<file path="config.mk">
export PLATFORM = sky130hd
export DESIGN_NAME = uart_mmio
export DESIGN_NICKNAME = d
export VERILOG_FILES = /design/src/rtl/uart_mmio.sv
export SDC_FILE = /design/constraint.sdc
export NUM_CORES = 1
export LEC_CHECK = 0
export ABC_AREA = 1
export BUFFER_PORTS_ARGS = -buffer_cell sky130_fd_sc_hd__buf_2
export CAP_MARGIN = 5
export CORE_MARGIN = 2
export CORE_UTILIZATION = 26
export DETAILED_ROUTE_END_ITERATION = 12
export GPL_ROUTABILITY_DRIVEN = 0
export GPL_TIMING_DRIVEN = 0
export HOLD_SLACK_MARGIN = 0.15
export SLEW_MARGIN = 20
export SYNTH_ARGS = -nofsm -noshare
export SYNTH_HDL_FRONTEND = slang
export SYNTH_SLANG_ARGS = --single-unit
</file>
<file path="constraint.sdc">
create_clock -name clk -period 2.7 [get_ports clk]
set_input_delay 0.135 -clock clk [delete_from_list [all_inputs] [get_ports clk]]
set_output_delay 0.135 -clock clk [all_outputs]
set_load 0.05 [all_outputs]
</file>
<file path="src/rtl/uart_mmio.sv">
// uart_mmio: memory-mapped 8N1 UART with STATUS/DATA/CTRL/BAUD registers and a programmable bit period
module uart_mmio #(
  parameter logic [15:0] DEFAULT_BAUD = 16'd868,
  parameter logic [27:0] UART_BASE_ADDRESS = 28'h1600000
) (
  input  logic        clk,
  input  logic        rst,
  input  logic [31:0] addr,
  input  logic [31:0] wdata,
  input  logic        wr_en,
  input  logic        rd_en,
  output logic [31:0] rdata,
  output logic        tx,
  input  logic        rx
);
  typedef enum logic [1:0] {IDLE, START, DATA, STOP} state_t;
  state_t tx_state, rx_state;
  logic tx_en, rx_en, tx_full, rx_valid, rx_overrun, rx_frame_err;
  logic [15:0] baud, per, half, tx_cnt, rx_cnt;
  logic [7:0] tx_hold, tx_shift, rx_shift, rx_byte;
  logic [2:0] tx_bit, rx_bit;
  logic [1:0] rx_sync;
  logic rx_prev, sel, st_wr, dat_wr, ctl_wr, bd_wr, dat_rd, rx_end, rx_ok, rx_bad, rx_store, unused_bits;
  assign sel = addr[31:4] == UART_BASE_ADDRESS;
  assign st_wr = sel && wr_en && addr[3:0] == 4'h0;
  assign dat_wr = sel && wr_en && addr[3:0] == 4'h4;
  assign ctl_wr = sel && wr_en && addr[3:0] == 4'h8;
  assign bd_wr = sel && wr_en && addr[3:0] == 4'hC;
  assign dat_rd = sel && rd_en && addr[3:0] == 4'h4;
  assign unused_bits = ^wdata[31:16];
  assign per = baud < 16'd2 ? 16'd2 : baud;
  assign half = {1'b0, per[15:1]} - 16'd1;
  assign rx_end = rx_en && rx_state == STOP && rx_cnt == 16'd0;
  assign rx_ok = rx_end && rx_sync[1];
  assign rx_bad = rx_end && !rx_sync[1];
  assign rx_store = rx_ok && (!rx_valid || dat_rd);
  assign rdata = !sel ? 32'd0 :
                 addr[3:0] == 4'h0 ? {27'd0, rx_frame_err, rx_overrun, rx_valid, tx_full, tx_state != IDLE} :
                 addr[3:0] == 4'h4 ? {24'd0, rx_byte} :
                 addr[3:0] == 4'h8 ? {30'd0, rx_en, tx_en} :
                 addr[3:0] == 4'hC ? {16'd0, baud} : 32'd0;
  // A pending byte leaves STOP straight into START so back-to-back frames have no gap
  always_ff @(posedge clk) begin
    if (rst) begin
      tx_state <= IDLE;
      tx <= 1'b1;
      tx_full <= 1'b0;
      tx_hold <= '0;
      tx_shift <= '0;
      tx_cnt <= '0;
      tx_bit <= '0;
    end else begin
      if (dat_wr && tx_en && !tx_full) begin
        tx_hold <= wdata[7:0];
        tx_full <= 1'b1;
      end
      case (tx_state)
        START:
          if (tx_cnt != 16'd0) tx_cnt <= tx_cnt - 16'd1;
          else begin
            tx_state <= DATA;
            tx_cnt <= per - 16'd1;
            tx_bit <= '0;
            tx <= tx_shift[0];
          end
        DATA:
          if (tx_cnt != 16'd0) tx_cnt <= tx_cnt - 16'd1;
          else begin
            tx_cnt <= per - 16'd1;
            tx_bit <= tx_bit + 3'd1;
            tx_shift <= tx_shift >> 1;
            tx <= tx_bit == 3'd7 ? 1'b1 : tx_shift[1];
            tx_state <= tx_bit == 3'd7 ? STOP : DATA;
          end
        default:
          if (tx_state == STOP && tx_cnt != 16'd0) tx_cnt <= tx_cnt - 16'd1;
          else if (tx_full) begin
            tx_shift <= tx_hold;
            tx_full <= 1'b0;
            tx_state <= START;
            tx_cnt <= per - 16'd1;
            tx <= 1'b0;
          end else tx_state <= IDLE;
      endcase
    end
  end
  always_ff @(posedge clk) begin
    if (rst) begin
      rx_sync <= 2'b11;
      rx_prev <= 1'b1;
      rx_state <= IDLE;
      rx_cnt <= '0;
      rx_bit <= '0;
      rx_shift <= '0;
    end else if (!rx_en) begin
      rx_sync <= 2'b11;
      rx_prev <= 1'b1;
      rx_state <= IDLE;
    end else begin
      rx_sync <= {rx_sync[0], rx};
      rx_prev <= rx_sync[1];
      case (rx_state)
        IDLE:
          if (rx_prev && !rx_sync[1]) begin
            rx_state <= START;
            rx_cnt <= half;
          end
        START:
          if (rx_cnt != 16'd0) rx_cnt <= rx_cnt - 16'd1;
          else begin
            rx_state <= rx_sync[1] ? IDLE : DATA;
            rx_cnt <= per - 16'd1;
            rx_bit <= '0;
          end
        DATA:
          if (rx_cnt != 16'd0) rx_cnt <= rx_cnt - 16'd1;
          else begin
            rx_shift <= {rx_sync[1], rx_shift[7:1]};
            rx_cnt <= per - 16'd1;
            rx_bit <= rx_bit + 3'd1;
            rx_state <= rx_bit == 3'd7 ? STOP : DATA;
          end
        default:
          if (rx_cnt != 16'd0) rx_cnt <= rx_cnt - 16'd1;
          else rx_state <= IDLE;
      endcase
    end
  end
  // Hardware set of a flag takes priority over a same-cycle software clear
  always_ff @(posedge clk) begin
    if (rst) begin
      tx_en <= 1'b0;
      rx_en <= 1'b0;
      baud <= DEFAULT_BAUD;
      rx_byte <= '0;
      rx_valid <= 1'b0;
      rx_overrun <= 1'b0;
      rx_frame_err <= 1'b0;
    end else begin
      if (ctl_wr) {rx_en, tx_en} <= wdata[1:0];
      if (bd_wr) baud <= wdata[15:0];
      if (rx_store) rx_byte <= rx_shift;
      rx_valid <= rx_ok || (rx_valid && !dat_rd);
      rx_overrun <= (rx_ok && rx_valid && !dat_rd) || (rx_overrun && !(st_wr && wdata[3]));
      rx_frame_err <= rx_bad || (rx_frame_err && !(st_wr && wdata[4]));
    end
  end
endmodule

</file>
# [Word level (Yosys, flattened, before mapping)]
# Cells that the tools add are included.
[totals] regBits=100 latch_bits=0 ram_bits=0 romBits=0 out_inout_bits=33 memories=0
[classes] addsub=6 multipliers=0 n_div=0 order_cmp=1 eq_ne=20 shifts=0 muxes=47 bitwise_logic=3 n_reduce_logical=56
[op_table] cell="16-bit two-way mux" count=13
[op_table] cell="16-bit by 1-bit subtractor with 16-bit output, second input constant" count=3
[op_table] cell="16-bit one-hot mux with 2 select lines" count=1
[op_table] cell="16-bit nonzero test" count=2
[op_table] cell="28-bit by 25-bit equality test with 1-bit output, second input constant" count=1
[op_table] cell="8-bit two-way mux" count=3
[op_table] cell="1-bit logical AND" count=23
[op_table] cell="16-bit logical NOT" count=1
[op_table] cell="16-bit by 2-bit less-than comparator with 1-bit output, second input constant" count=1
[op_table] cell="2-bit two-way mux" count=8
[op_table] cell="8-bit one-hot mux with 2 select lines" count=1
[op_table] cell="4-bit AND reduction" count=4
[op_table] cell="15-bit by 1-bit subtractor with 16-bit output, second input constant" count=1
[op_table] cell="1-bit two-way mux" count=12
[op_table] cell="3-bit two-way mux" count=4
[op_table] cell="3-bit one-hot mux with 2 select lines" count=2
[op_table] cell="3-bit AND reduction" count=4
[op_table] cell="2-bit inequality test, second input constant" count=5
[op_table] cell="3-bit nonzero test" count=3
[op_table] cell="2-bit equality test, second input constant" count=4
[op_table] cell="4-bit equality test, second input constant" count=2
[op_table] cell="2-bit nonzero test" count=4
[op_table] cell="3-bit by 1-bit adder with 3-bit output, second input constant" count=2
[op_table] cell="3-bit equality test, second input constant" count=2
[op_table] cell="13 further kinds" count=27

# [Longest topological paths before layout]
# Gate-level depths: netlist of run 1.
[logic_depth] word_depth=9 mapped_depth=18 ltp_nobuf=18

# [Least setup slack after synthesis of run 1]
# No wires, ideal clock.
[synth_path] path_kind="in2out" from="input port addr[31]" to="output port rdata[10]" arrival_ns=2.188 t_required_ns=2.565 setup_slack_ns=0.377 cell_stages=7 n_path_buf=1 path_cell_list="nor2_1 > nand3b_1 > or3_4 > nor2_4 > inv_4 > clkbuf_1 > nor3_1"
[synth_via] elab_chain_cells=2
[synth_rtl] item="start, declared" line="8" text="input logic [31:0] addr,"
[synth_rtl] item="28-bit by 25-bit equality test with 1-bit output" line="24" text="assign sel = addr[31:4] == UART_BASE_ADDRESS;"
[synth_rtl] item="16-bit two-way mux" line="37" text="assign rdata = !sel ? 32'd0 :"
[synth_rtl] item="end, declared" line="12" text="output logic [31:0] rdata,"
# Every way passes these cells.

# [Final worst setup path of run 1]
[layout_path] from="register baud[5]" to="register rx_cnt[14]"
[layout_via] elab_chain_cells=5 word_cells_on_any_way=7 classes_between="add/sub: 2; order compare: 1; mux: 4"
[layout_rtl] item="start, declared" line="19" text="logic [15:0] baud, per, half, tx_cnt, rx_cnt;"
[layout_rtl] item="start signal, assigned" line="141" text="if (bd_wr) baud <= wdata[15:0];"
[layout_rtl] item="16-bit by 2-bit less-than comparator with 1-bit output" line="31" text="assign per = baud < 16'd2 ? 16'd2 : baud;"
[layout_rtl] item="16-bit two-way mux (*)" line="31"
[layout_rtl] item="16-bit by 1-bit subtractor with 16-bit output / 15-bit by 1-bit subtractor with 16-bit output (equally long branches)" line="112, 119, 32"
[layout_rtl] item="16-bit two-way mux (on tied branches)" line="109, 116, 104"
[layout_rtl] item="16-bit one-hot mux with 2 select lines (*)" line="102" text="case (rx_state)"
[layout_rtl] item="end signal, assigned" line="109" text="if (rx_cnt != 16'd0) rx_cnt <= rx_cnt - 16'd1;"
[layout_rtl] item="end signal, assigned" line="112" text="rx_cnt <= per - 16'd1;"
[layout_rtl] item="end signal, assigned" line="116" text="if (rx_cnt != 16'd0) rx_cnt <= rx_cnt - 16'd1;"
[layout_rtl] item="end, declared" line="19"
# Mark *: on every way between the ends. The rest lies on a longest branch, timed or not. The select of a mux whose other input is x is not followed.
# A chain may end at the register's enable or synchronous reset.

==> impl_results.md, run 1 <==
* Synth area leader: dfxtp_1
* Vias at 6,868
* Wire per inst at 13.9 um
* CP Data Arrival Time at 2.72 ns
* Max-slew violations at 0
* WP data required at 2.92 ns
* Antenna violations before repair at 0
* Clk Latency, worst-skew pair at 0.36 ns
* Mapped Area at 6410 sq um
* Nets at 1,196
* Crit-path max FO at 6
* YS warnings at 0
* Net Sw Frac at 0.248
* Largest family of logic cells by synthesized area: simple AND/OR/NAND/NOR gates
* Top cells by area, synth: dfxtp_1 (31%), nand2_1 (12%), nor2_1 (9.4%)
* DP Area at 7210 sq um
* Max cap viols at 0
* Clock power share at 0.456
* Post-synthesis mux area share at 0
* Hold WC Path Type: input pin to flip-flop
* Static Leakage at 3.35 nW
* Die ar. at 25,900 sq um
* Final Cell Area at 7800 sq um
* Worst slew margin at 0.440
* Crit Path Category: flip-flop to flip-flop
* Setup crit start kind: flip-flop
* Final setup viols at 0
* Wirelength, routed at 20,000 um
* DR iter-0 viols at 495
* Max VDD drop at 0.000287 V
* Layout Area Growth over Synthesis at 21.7%
* # DRC at 0
* Initial DRT Pass Iterations at 5
* ANT nets after route at 0
* Pwr/cell area at 394 nW/um^2
* Yosys cell types at 44
* Compound-Gate Fraction of Synth Area at 0.170
* Vias per cell at 4.78
* Seq/Total Area, Yosys at 0.312
* Comb pwr share at 0.065
* Yosys top cell area share at 0.312
* GRT Total Usage at 0.156
* Xor/xnor share of the synthesized area at 0.0342
* Synth Flop Type: dfxtp_1
* Die height at 161 um
* Row count at 57
* Post-Synth Simple-Gate Area at 0.341
* CORE AREA at 24,200 sq um
* CTS Sinks at 100
* Root Driver: clkbuf_16
* Detail Placement HPWL at 15,500 um
* Internal at 2.31 mW
* Status: complete, no violations
* Clock buffer depth at 2
* CTS tree: yes
* Port buffer count at 68
* H-tree depth at 3
* Clock skew at 0.00775 ns
* Largest net degree at the start of global routing at 19
* Vias in the first global route at 6,419
* Crit. End Element: flip-flop
* Final Critical Period at 2.50 ns
* Sequential share of power at 0.479
* EDFF count, synth at 0
* Fin crit share at 0.925
* Max Freq at 400 MHz
* Die Wd at 161 um
* Num CTS Buffers at 9
* Layout cell share with drive strength beyond 1 at 0.150
* Most frequent cell after synthesis: nand2_1
* Worst slew pin tran at 0.841 ns
* # fillers at 2,691
* Switching power at 760 uW
* Post-synthesis instance total at 996
* Starting Density at 0.264
* Clk slew on worst S/H paths at 0.07 ns
* Grt total ovfl at 0
* Asr flop ratio synth at 0
* Most common library cells after synthesis: nand2_1 (212), nor2_1 (161), dfxtp_1 (100)
* I/O pin total at 102
* First-pass GRT wire length at 32,300 um
* Avg Synthesized Cell Area at 6.43 sq um
* Hold_ws at 0.174 ns
* Synth Register Bits at 100
* Fraction of the mapped netlist area in adder cells at 0.0351
* Final hold viol count at 0
* Ant diodes at 0
[layer usage]
layer	GRT usage	share of wire	up-vias
met3	0.0308	0.062	28
met2	0.253	0.46	206
met5	0	0	-
met4	0.0540	0.022	0
met1	0.209	0.46	3170
li1	-	-	3464
[kinds of logic after synthesis]
family                   count (synthesis)
AND/OR/NAND/NOR                        501
adder cells (fa/ha/maj)                 18
AO/OA/AOI/OAI                          197
flip-flops                             100
other                                    1
buffers and inverters                  154
XOR/XNOR                                25
[area by class of cell]
| class | count | area, sq um | area share |
|---|---|---|---|
| clock buffers | 10 | 239 | 0.0306 |
| inverters | 104 | 394 | 0.0505 |
| well taps | 324 | 405 | 0.0520 |
| repair buffers | 87 | 528 | 0.0677 |
| flip-flops and latches | 100 | 2020 | 0.259 |
| multi-input cells | 757 | 3850 | 0.493 |
| plain buffers | 50 | 285 | 0.0366 |
| clock inverters | 6 | 78.8 | 0.0101 |
[registers in the layout (all words and copies together) (netlist names), 2 cells and up]
name      flops
baud         16
tx_hold       8
tx_state      2
rx_bit        3
tx_shift      8
tx_bit        3
rx_cnt       16
tx_cnt       16
rx_state      2
rx_shift      8
rx_sync       2
rx_byte       8
[power groups by stage]
stage / logic, mW / clock network, mW / registers (mW)
finish: 0.199 / 1.40 / 1.47
floorplan: 0.105 / 0 / 1.51
CTS: 0.198 / 1.45 / 1.47
global placement: 0.176 / 0 / 1.51
global route: 0.213 / 1.50 / 1.47
detailed placement: 0.177 / 0 / 1.51
[worst max-delay path: stages (launching register included)]
cell and delay (ns):
dfxtp_2 0.42, nor2_2 0.07, nand2_1 0.12, nor2_1 0.07, nand2_2 0.13, nand2_2 0.13
inv_1 0.13, ha_2 0.23, nand3_2 0.16, nor2_4 0.14, nand3_2 0.12, nor2_2 0.14
nand2_1 0.08, a31oi_1 0.23, nand2_1 0.08, nand2_1 0.06, a21oi_1 0.06
[path summary, 6_finish.rpt]
path | start | slack, ns | to | depth (start not counted)
setup reg to reg | baud[5] | 0.20 | rx_cnt[14] | 16
setup / recovery | baud[5] | 0.20 | rx_cnt[14] | 16
hold reg to reg | rx_sync[0] | 0.42 | rx_sync[1] | 1
hold / removal | wr_en | 0.17 | rx_overrun | 4
[cell usage in the layout (no fill, tap or decap), types with 3 or more instances in the layout]
master | synthesis | routed
a211oi_1 | 6 | 6
a21oi_1 | 71 | 71
a221oi_1 | 3 | 3
a31oi_1 | 18 | 18
buf_2 | 9 | 77
buf_4 | 17 | 18
buf_6 | 3 | 3
clkbuf_1 | 21 | 21
clkbuf_16 | 0 | 9
clkinv_1 | 3 | 3
conb_1 | 1 | 16
dfxtp_1 | 100 | 90
dfxtp_2 | 0 | 8
dlygate4sd3_1 | 0 | 18
ha_1 | 18 | 17
inv_1 | 99 | 99
nand2_1 | 212 | 210
nand2_2 | 5 | 7
nand2_4 | 3 | 3
nand3_1 | 65 | 63
nand4_1 | 18 | 18
nor2_1 | 161 | 154
nor2_2 | 3 | 7
nor2_4 | 3 | 6
nor3_1 | 12 | 12
nor4_1 | 4 | 4
o211ai_1 | 14 | 14
o21ai_0 | 76 | 75
o21ai_1 | 3 | 4
or2_2 | 4 | 4
xnor2_1 | 6 | 6
xor2_1 | 19 | 17
[repair_timing]
item                                    CTS  global route
hold buffers                             18             0
endpoints found under the setup margin    6            21
setup buffers                             1             0
pin swaps                                 1             2
gates resized for setup                   6            24
hold endpoints to repair                 28             0
[stage by stage]
| step | setup slack [ns] | std cells | power, mW | utilization | TNS (ns) |
|---|---|---|---|---|---|
| floorplan | 0.377 | 1011 | 1.61 | - | 0 |
| global placement | -0.215 | 1403 | 1.68 | 0.297 | -0.672 |
| detailed placement | -0.184 | 1403 | 1.69 | 0.297 | -0.616 |
| CTS | 0.0139 | 1438 | 3.12 | 0.319 | 0 |
| global route | -0.00524 | 1438 | 3.19 | 0.322 | -0.00524 |
| finish | 0.201 | 1438 | 3.07 | 0.322 | 0 |
No activity file was read; power rests on OpenSTA's default activity.
==> inputs of run 2 (changes only) <==
--- a/config.mk
+++ b/config.mk
@@ -7,7 +7,7 @@
 export LEC_CHECK = 0
 export ABC_AREA = 1
 export BUFFER_PORTS_ARGS = -buffer_cell sky130_fd_sc_hd__buf_2
-export CAP_MARGIN = 5
+export CAP_MARGIN = 10
 export CORE_MARGIN = 2
 export CORE_UTILIZATION = 26
 export DETAILED_ROUTE_END_ITERATION = 12
==> constraint.sdc (replaced) <==
create_clock -name clk -period 2.1 [get_ports clk]
set_input_delay 0.105 -clock clk [delete_from_list [all_inputs] [get_ports clk]]
set_output_delay 0.105 -clock clk [all_outputs]
set_load 0.05 [all_outputs]
==> impl_results.md, run 2 (synthesis results as in run 1) <==
* Clock skew at 0.0115 ns (was 0.00775 ns)
* Hold_ws at 0.207 ns (was 0.174 ns)
* CORE AREA at 24,200 sq um (unchanged)
* Failing checks: negative setup slack
* Crit Reg-Reg Startpoint: baud[5] (unchanged)
* Final hold viol count at 0 (unchanged)
* Crit path from: baud[5] (unchanged)
* RSZ-0062 raised after global routing: yes
* First-pass GRT wire length at 33,600 um (was 32,300 um)
* Vias in the first global route at 6,600 (was 6,419)
* Clk Latency, worst-skew pair at 0.37 ns (was 0.36 ns)
* Status: finished with violations (was complete, no violations)
* R2R Setup Slk at -0.1 ns (was 0.20 ns)
* Wire per inst at 14.7 um (was 13.9 um)
* Starting Density at 0.264 (unchanged)
* Final setup viols at 5 (was 0)
* Fin crit share at 1.05 (was 0.925)
* Max VDD drop at 0.000380 V (was 0.000287 V)
* Port buffer count at 68 (unchanged)
* PnR Total Power at 3.94 mW (was 3.07 mW)
* Final Critical Period at 2.20 ns (was 2.50 ns)
* Detail Placement HPWL at 15,600 um (was 15,500 um)
* CTS Sinks at 100 (unchanged)
* Num CTS Buffers at 9 (unchanged)
* Placed cells at 1,403 (unchanged)
* Max-slew violations at 0 (unchanged)
* Pre-CTS setup slack at -0.578 ns (was -0.184 ns)
* Worst slew pin tran at 0.811 ns (was 0.841 ns)
* Clk slew on worst S/H paths at 0.08 ns (was 0.07 ns)
* CP Data Arrival Time at 2.50 ns (was 2.72 ns)
* Commonest non-fill, non-tap cell in the layout: nand2_1 (unchanged)
* Top Registers: baud (16), rx_cnt (16), tx_cnt (16) (unchanged)
* Final Cell Area at 8560 sq um (was 7800 sq um)
* Die ar. at 25,900 sq um (unchanged)
* Grt total ovfl at 0 (unchanged)
* Static Leakage at 3.71 nW (was 3.35 nW)
* H-tree depth at 3 (unchanged)
* WP data required at 2.40 ns (was 2.92 ns)
* Ant diodes at 0 (unchanged)
* Root Driver: clkbuf_16 (unchanged)
* Crit Path Category: flip-flop to flip-flop (unchanged)
* Wirelength, routed at 21,700 um (was 20,000 um)
* I/O pin total at 102 (unchanged)
* Non-Filler Instances at 1,476 (was 1,438)
* ANT nets after route at 0 (unchanged)
* Crit path to: rx_cnt[2] (was rx_cnt[14])
* Antenna violations before repair at 0 (unchanged)
* Worst setup margin at -0.0973 ns (was 0.201 ns)
* Pwr/cell area at 461 nW/um^2 (was 394 nW/um^2)
* CTS tree: yes (unchanged)
* Most frequent cells in the layout: nand2_1 (193), nor2_1 (142), inv_1 (93), dfxtp_1 (85), buf_2 (72) (was nand2_1 (210), nor2_1 (154), inv_1 (99), dfxtp_1 (90), buf_2 (77))
* Initial DRT Pass Iterations at 5 (unchanged)
* Max Freq at 455 MHz (was 400 MHz)
* Largest net degree at the start of global routing at 20 (was 19)
* Layout cell share with drive strength beyond 1 at 0.240 (was 0.150)
* DR iter-0 viols at 780 (was 495)
* # DRC at 0 (unchanged)
* Crit-path max FO at 3 (was 6)
* Vias per cell at 4.84 (was 4.78)
* Cells on worst reg2reg path at 12 (was 16)
* Die Wd at 161 um (unchanged)
* Worst slew margin at 0.459 (was 0.440)
* Die height at 161 um (unchanged)
* Layout Area Growth over Synthesis at 33.6% (was 21.7%)
* Setup crit start kind: flip-flop (unchanged)
* DP Area at 7240 sq um (was 7210 sq um)
* Hold WC Path Type: input pin to flip-flop (unchanged)
* Vias at 7,146 (was 6,868)
* Crit. End Element: flip-flop (unchanged)
* Max cap viols at 0 (unchanged)
* GRT Total Usage at 0.162 (was 0.156)
* Nets at 1,234 (was 1,196)
* Row count at 57 (unchanged)
* Clock buffer depth at 2 (unchanged)
* Worst r2r dst: rx_cnt[2] (was rx_cnt[14])
==> run 2: cell count changes in the layout (fill, tap and decap cells not counted), sizes merged <==
cell,before,now
clkbuf,31,30
dlygate4sd3,18,19
buf,98,135
inv,104,105
==> run 2: layout make-up <==
type	count	area, sq um
fillers	2599	15700
multi-input cells	757	4230
flip-flops and latches	100	2060
repair buffers	128	862
inverters	104	405
well taps	324	405
plain buffers	47	285
clock buffers	9	225
clock inverters	7	92.6
==> run 2: metrics by stage <==
step	setup TNS (ns)	util
2_1_floorplan	-1.22	-
3_3_place_gp	-12.50	0.299
3_5_place_dp	-12.39	0.299
4_1_cts	-0.0927	0.335
5_1_grt	-1.15	0.353
6_report	-0.225	0.353
==> run 2: worst max-delay path, stage by stage, from the launching register on <==
cell and delay, ns:
dfxtp_4 0.37, nor2_4 0.14, nand2_4 0.08, nor2_4 0.10, nand2_4 0.08, buf_12 0.13
nand2_8 0.05, ha_4 0.17, xor2_1 0.38, o211ai_1 0.18, o211ai_1 0.10, o21ai_0 0.17
a21oi_1 0.17
==> run 2: worst min path at each step <==
stage	from	end	cells after the start
after global placement	rx	rx_sync[0]	2
after floorplan	rx	rx_sync[0]	1
final	addr[0]	rx_en	6
after global routing	addr[0]	rx_en	6
after detailed placement	rx	rx_sync[0]	2
after CTS	addr[0]	rx_en	6
==> run 2: repair_timing <==
action	in CTS	in global routing
endpoints found under the hold margin	29	0
pin swaps	19	25
hold buffers	19	0
resized for setup	80	87
endpoints found under the setup margin	44	52
setup buffers	21	19
cloned	0	1
==> run 2: where the power goes <==
| group | internal, mW | switching, mW |
|---|---|---|
| registers | 1.88 | 0.000000000189 |
| clock network | 0.958 | 0.851 |
| logic | 0.0934 | 0.165 |
| total | 2.93 | 1.02 |
==> run 2: metal layers <==
| layer | track usage | up-vias | wire length [um] |
|---|---|---|---|
| li1 | - | 3524 | - |
| met1 | 0.215 | 3320 | 9820 |
| met2 | 0.264 | 240 | 9890 |
| met3 | 0.0295 | 62 | 1270 |
| met4 | 0.0609 | 0 | 684 |
| met5 | 0 | - | 0 |
==> inputs of run 3 (changes only) <==
--- a/config.mk
+++ b/config.mk
@@ -8,12 +8,14 @@
 export ABC_AREA = 1
 export BUFFER_PORTS_ARGS = -buffer_cell sky130_fd_sc_hd__buf_2
 export CAP_MARGIN = 10
+export CORE_ASPECT_RATIO = 1.25
 export CORE_MARGIN = 2
 export CORE_UTILIZATION = 26
 export DETAILED_ROUTE_END_ITERATION = 12
 export GPL_ROUTABILITY_DRIVEN = 0
 export GPL_TIMING_DRIVEN = 0
 export HOLD_SLACK_MARGIN = 0.15
+export SETUP_SLACK_MARGIN = 0.5
 export SLEW_MARGIN = 20
 export SYNTH_ARGS = -nofsm -noshare
 export SYNTH_HDL_FRONTEND = slang
==> impl_results.md, run 3 (synthesis results as in run 1) <==
* Failing checks: negative setup slack (unchanged)
* CP max-delay cell: dfxtp_4 (was xor2_1)
* Clk slew on worst S/H paths at 0.08 ns (about the same)
* Final Cell Area at 10,500 sq um (was 8560 sq um)
* Clock power share at 0.460 (was 0.459)
* CP Buf/Inv Count at 3 (was 1)
* DP Area at 7490 sq um (was 7240 sq um)
* Top Registers: baud (16), rx_cnt (16), tx_cnt (16) (unchanged)
* Port buffer count at 68 (unchanged)
* Worst slew margin at 0.384 (was 0.459)
* Non-Filler Instances at 1,558 (was 1,476)
* Starting Density at 0.263 (was 0.264)
* CORE AREA at 24,300 sq um (was 24,200 sq um)
* Final Critical Period at 2.23 ns (was 2.20 ns)
* Crit Path Category: flip-flop to flip-flop (unchanged)
* Clock skew at 0.0137 ns (was 0.0115 ns)
* Antenna violations before repair at 0 (unchanged)
* # DRC at 0 (unchanged)
* RSZ-0062 raised after global routing: yes (unchanged)
* Die ar. at 25,900 sq um (about the same)
* Max-slew violations at 0 (unchanged)
* Grt total ovfl at 0 (unchanged)
* Final setup viols at 13 (was 5)
* Hold WC Path Type: input pin to flip-flop (unchanged)
* Pwr/cell area at 383 nW/um^2 (was 461 nW/um^2)
* CTS tree: yes (unchanged)
* Most used cell, CP: nor2_4
* Clock buffer depth at 2 (unchanged)
* Critical path's largest stage delay at 0.36 ns (was 0.38 ns)
* Worst setup margin at -0.129 ns (was -0.0973 ns)
* Net Sw Frac at 0.268 (was 0.258)
* First-pass GRT wire length at 36,600 um (was 33,600 um)
* WP data required at 2.31 ns (was 2.40 ns)
* Wirelength, routed at 25,200 um (was 21,700 um)
* CP Data Arrival Time at 2.44 ns (was 2.50 ns)
* Switching power at 1.08 mW (was 1.02 mW)
* Placed cells at 1,409 (was 1,403)
* ANT nets after route at 0 (unchanged)
* Hold endpoint: rx_en (unchanged)
* Largest net degree at the start of global routing at 21 (was 20)
* Max cap viols at 0 (unchanged)
* Wire per inst at 16.2 um (was 14.7 um)
* # fillers at 2,343 (was 2,599)
* Max VDD drop at 0.000463 V (was 0.000380 V)
* Initial DRT Pass Iterations at 7 (was 5)
* Row count at 64 (was 57)
* Final hold viol count at 0 (unchanged)
* Clk Latency, worst-skew pair at 0.37 ns (about the same)
* Worst r2r dst: rx_cnt[8] (was rx_cnt[2])
* Detail Placement HPWL at 16,300 um (was 15,600 um)
* Vias in the first global route at 7,128 (was 6,600)
* Crit. End Element: flip-flop (unchanged)
* Fin crit share at 1.06 (was 1.05)
* Status: finished with violations (unchanged)
* PnR Total Power at 4.03 mW (was 3.94 mW)
* DR iter-0 viols at 600 (was 780)
* Most frequent cells in the layout: nand2_1 (170), nor2_1 (101), buf_4 (95), inv_1 (73), dfxtp_1 (71) (was nand2_1 (193), nor2_1 (142), inv_1 (93), dfxtp_1 (85), buf_2 (72))
* Worst slew pin tran at 0.924 ns (was 0.811 ns)
* Nets at 1,310 (was 1,234)
* Max Freq at 449 MHz (was 455 MHz)
* I/O pin total at 102 (unchanged)
* Vias at 7,772 (was 7,146)
* Vias per cell at 4.99 (was 4.84)
* Layout cell share with drive strength beyond 1 at 0.441 (was 0.240)
* R2R Setup Slk at -0.13 ns (was -0.1 ns)
* Ant diodes at 0 (unchanged)
* Crit path cell chain: nor2_4, nand2_2, nor2_4, nand2_4, nand2_4, inv_4, ha_4, nand3_4, buf_6, buf_6, nor2_4, o21ai_0, nand3_1, nand2_1, a21oi_1 (was nor2_4, nand2_4, nor2_4, nand2_4, buf_12, nand2_8, ha_4, xor2_1, o211ai_1, o211ai_1, o21ai_0, a21oi_1)
* Cells on worst reg2reg path at 15 (was 12)
* Layout Area Growth over Synthesis at 64.4% (was 33.6%)
* Crit-path max FO at 4 (was 3)
* Commonest non-fill, non-tap cell in the layout: nand2_1 (unchanged)
* Root Driver: clkbuf_16 (unchanged)
* Die Wd at 144 um (was 161 um)
* Cell family with most CP delay: simple AND/OR/NAND/NOR gates (was compound AO/OA/AOI/OAI gates)
* Num CTS Buffers at 9 (unchanged)
* Setup crit start kind: flip-flop (unchanged)
* H-tree depth at 3 (unchanged)
* GRT Total Usage at 0.178 (was 0.162)
* Worst Hold Path Cells at 6 (unchanged)
* Static Leakage at 4.36 nW (was 3.71 nW)
* Die height at 180 um (was 161 um)
* Hold_ws at 0.225 ns (was 0.207 ns)
* CTS Sinks at 100 (unchanged)
* Internal at 2.95 mW (was 2.93 mW)
* Crit Reg-Reg Startpoint: baud[8] (was baud[5])
* Comb pwr share at 0.075 (was 0.066)
* Sequential share of power at 0.465 (was 0.476)
* Hold_sp: addr[0] (unchanged)
==> run 3: changes by cell type in the layout (fill, tap and decap cells not counted), sizes merged <==
cell and delta:
clkbuf -2, clkinvlp +2, inv -4, buf +78, clkinv +2
==> run 3: worst reg2reg max path: stages (launching register included) <==
cell and delay [ns]:
dfxtp_4 0.36, nor2_4 0.14, nand2_2 0.09, nor2_4 0.12
nand2_4 0.10, nand2_4 0.12, inv_4 0.06, ha_4 0.17
nand3_4 0.09, buf_6 0.11, buf_6 0.11, nor2_4 0.04
o21ai_0 0.27, nand3_1 0.14, nand2_1 0.11, a21oi_1 0.06
==> run 3: layer usage <==
| layer | global-route usage | wire [um] | vias up |
|---|---|---|---|
| li1 | - | - | 3711 |
| met1 | 0.215 | 9740 | 3591 |
| met2 | 0.308 | 12400 | 358 |
| met3 | 0.0213 | 1420 | 112 |
| met4 | 0.0870 | 1650 | 0 |
| met5 | 0 | 0 | - |
==> run 3: cell type report <==
class	count	area [sq um]	share of cell area
plain buffers	50	403	0.0383
clock buffers	9	225	0.0214
clock inverters	7	97.6	0.00927
inverters	104	450	0.0428
multi-input cells	757	5160	0.490
flip-flops and latches	100	2070	0.197
well taps	330	413	0.0392
repair buffers	201	1710	0.162
==> run 3: worst max path at each step <==
stage / from / to / slack [ns] / depth (start not counted)
3_3_place_gp: baud[12] / rx_cnt[7] / -0.28 / 17
2_1_floorplan: baud[9] / rx_cnt[14] / 0.15 / 15
3_5_place_dp: baud[12] / rx_cnt[7] / -0.31 / 17
5_1_grt: baud[2] / rx_cnt[10] / -0.14 / 15
6_report: baud[8] / rx_cnt[8] / -0.13 / 15
4_1_cts: baud[2] / rx_cnt[10] / -0.0007 / 15
==> run 3: metrics by stage <==
stage          setup TNS (ns)   util  setup slack (ns)
6_report               -0.645  0.433            -0.129
5_1_grt                 -1.25  0.433            -0.139
4_1_cts             -0.000703  0.389         -0.000703
3_5_place_dp            -4.65  0.308            -0.308
3_3_place_gp            -4.22  0.308            -0.280
2_1_floorplan               0      -             0.154
==> run 3: timing repair <==
action,CTS,global route
buffers inserted,76,31
setup endpoints to repair,86,108
endpoints found under the hold margin,28,0
gates cloned,3,4
hold buffers,19,0
resized for setup,264,213
pin swaps,83,90
==> run 3: power groups by stage <==
| stage | registers, mW | clock network, mW | logic, mW |
|---|---|---|---|
| finish | 1.88 | 1.86 | 0.303 |
| detailed placement | 1.94 | 0 | 0.234 |
| floorplan | 1.94 | 0 | 0.138 |
| global placement | 1.94 | 0 | 0.234 |
| CTS | 1.88 | 1.86 | 0.276 |
| global route | 1.88 | 1.95 | 0.321 |
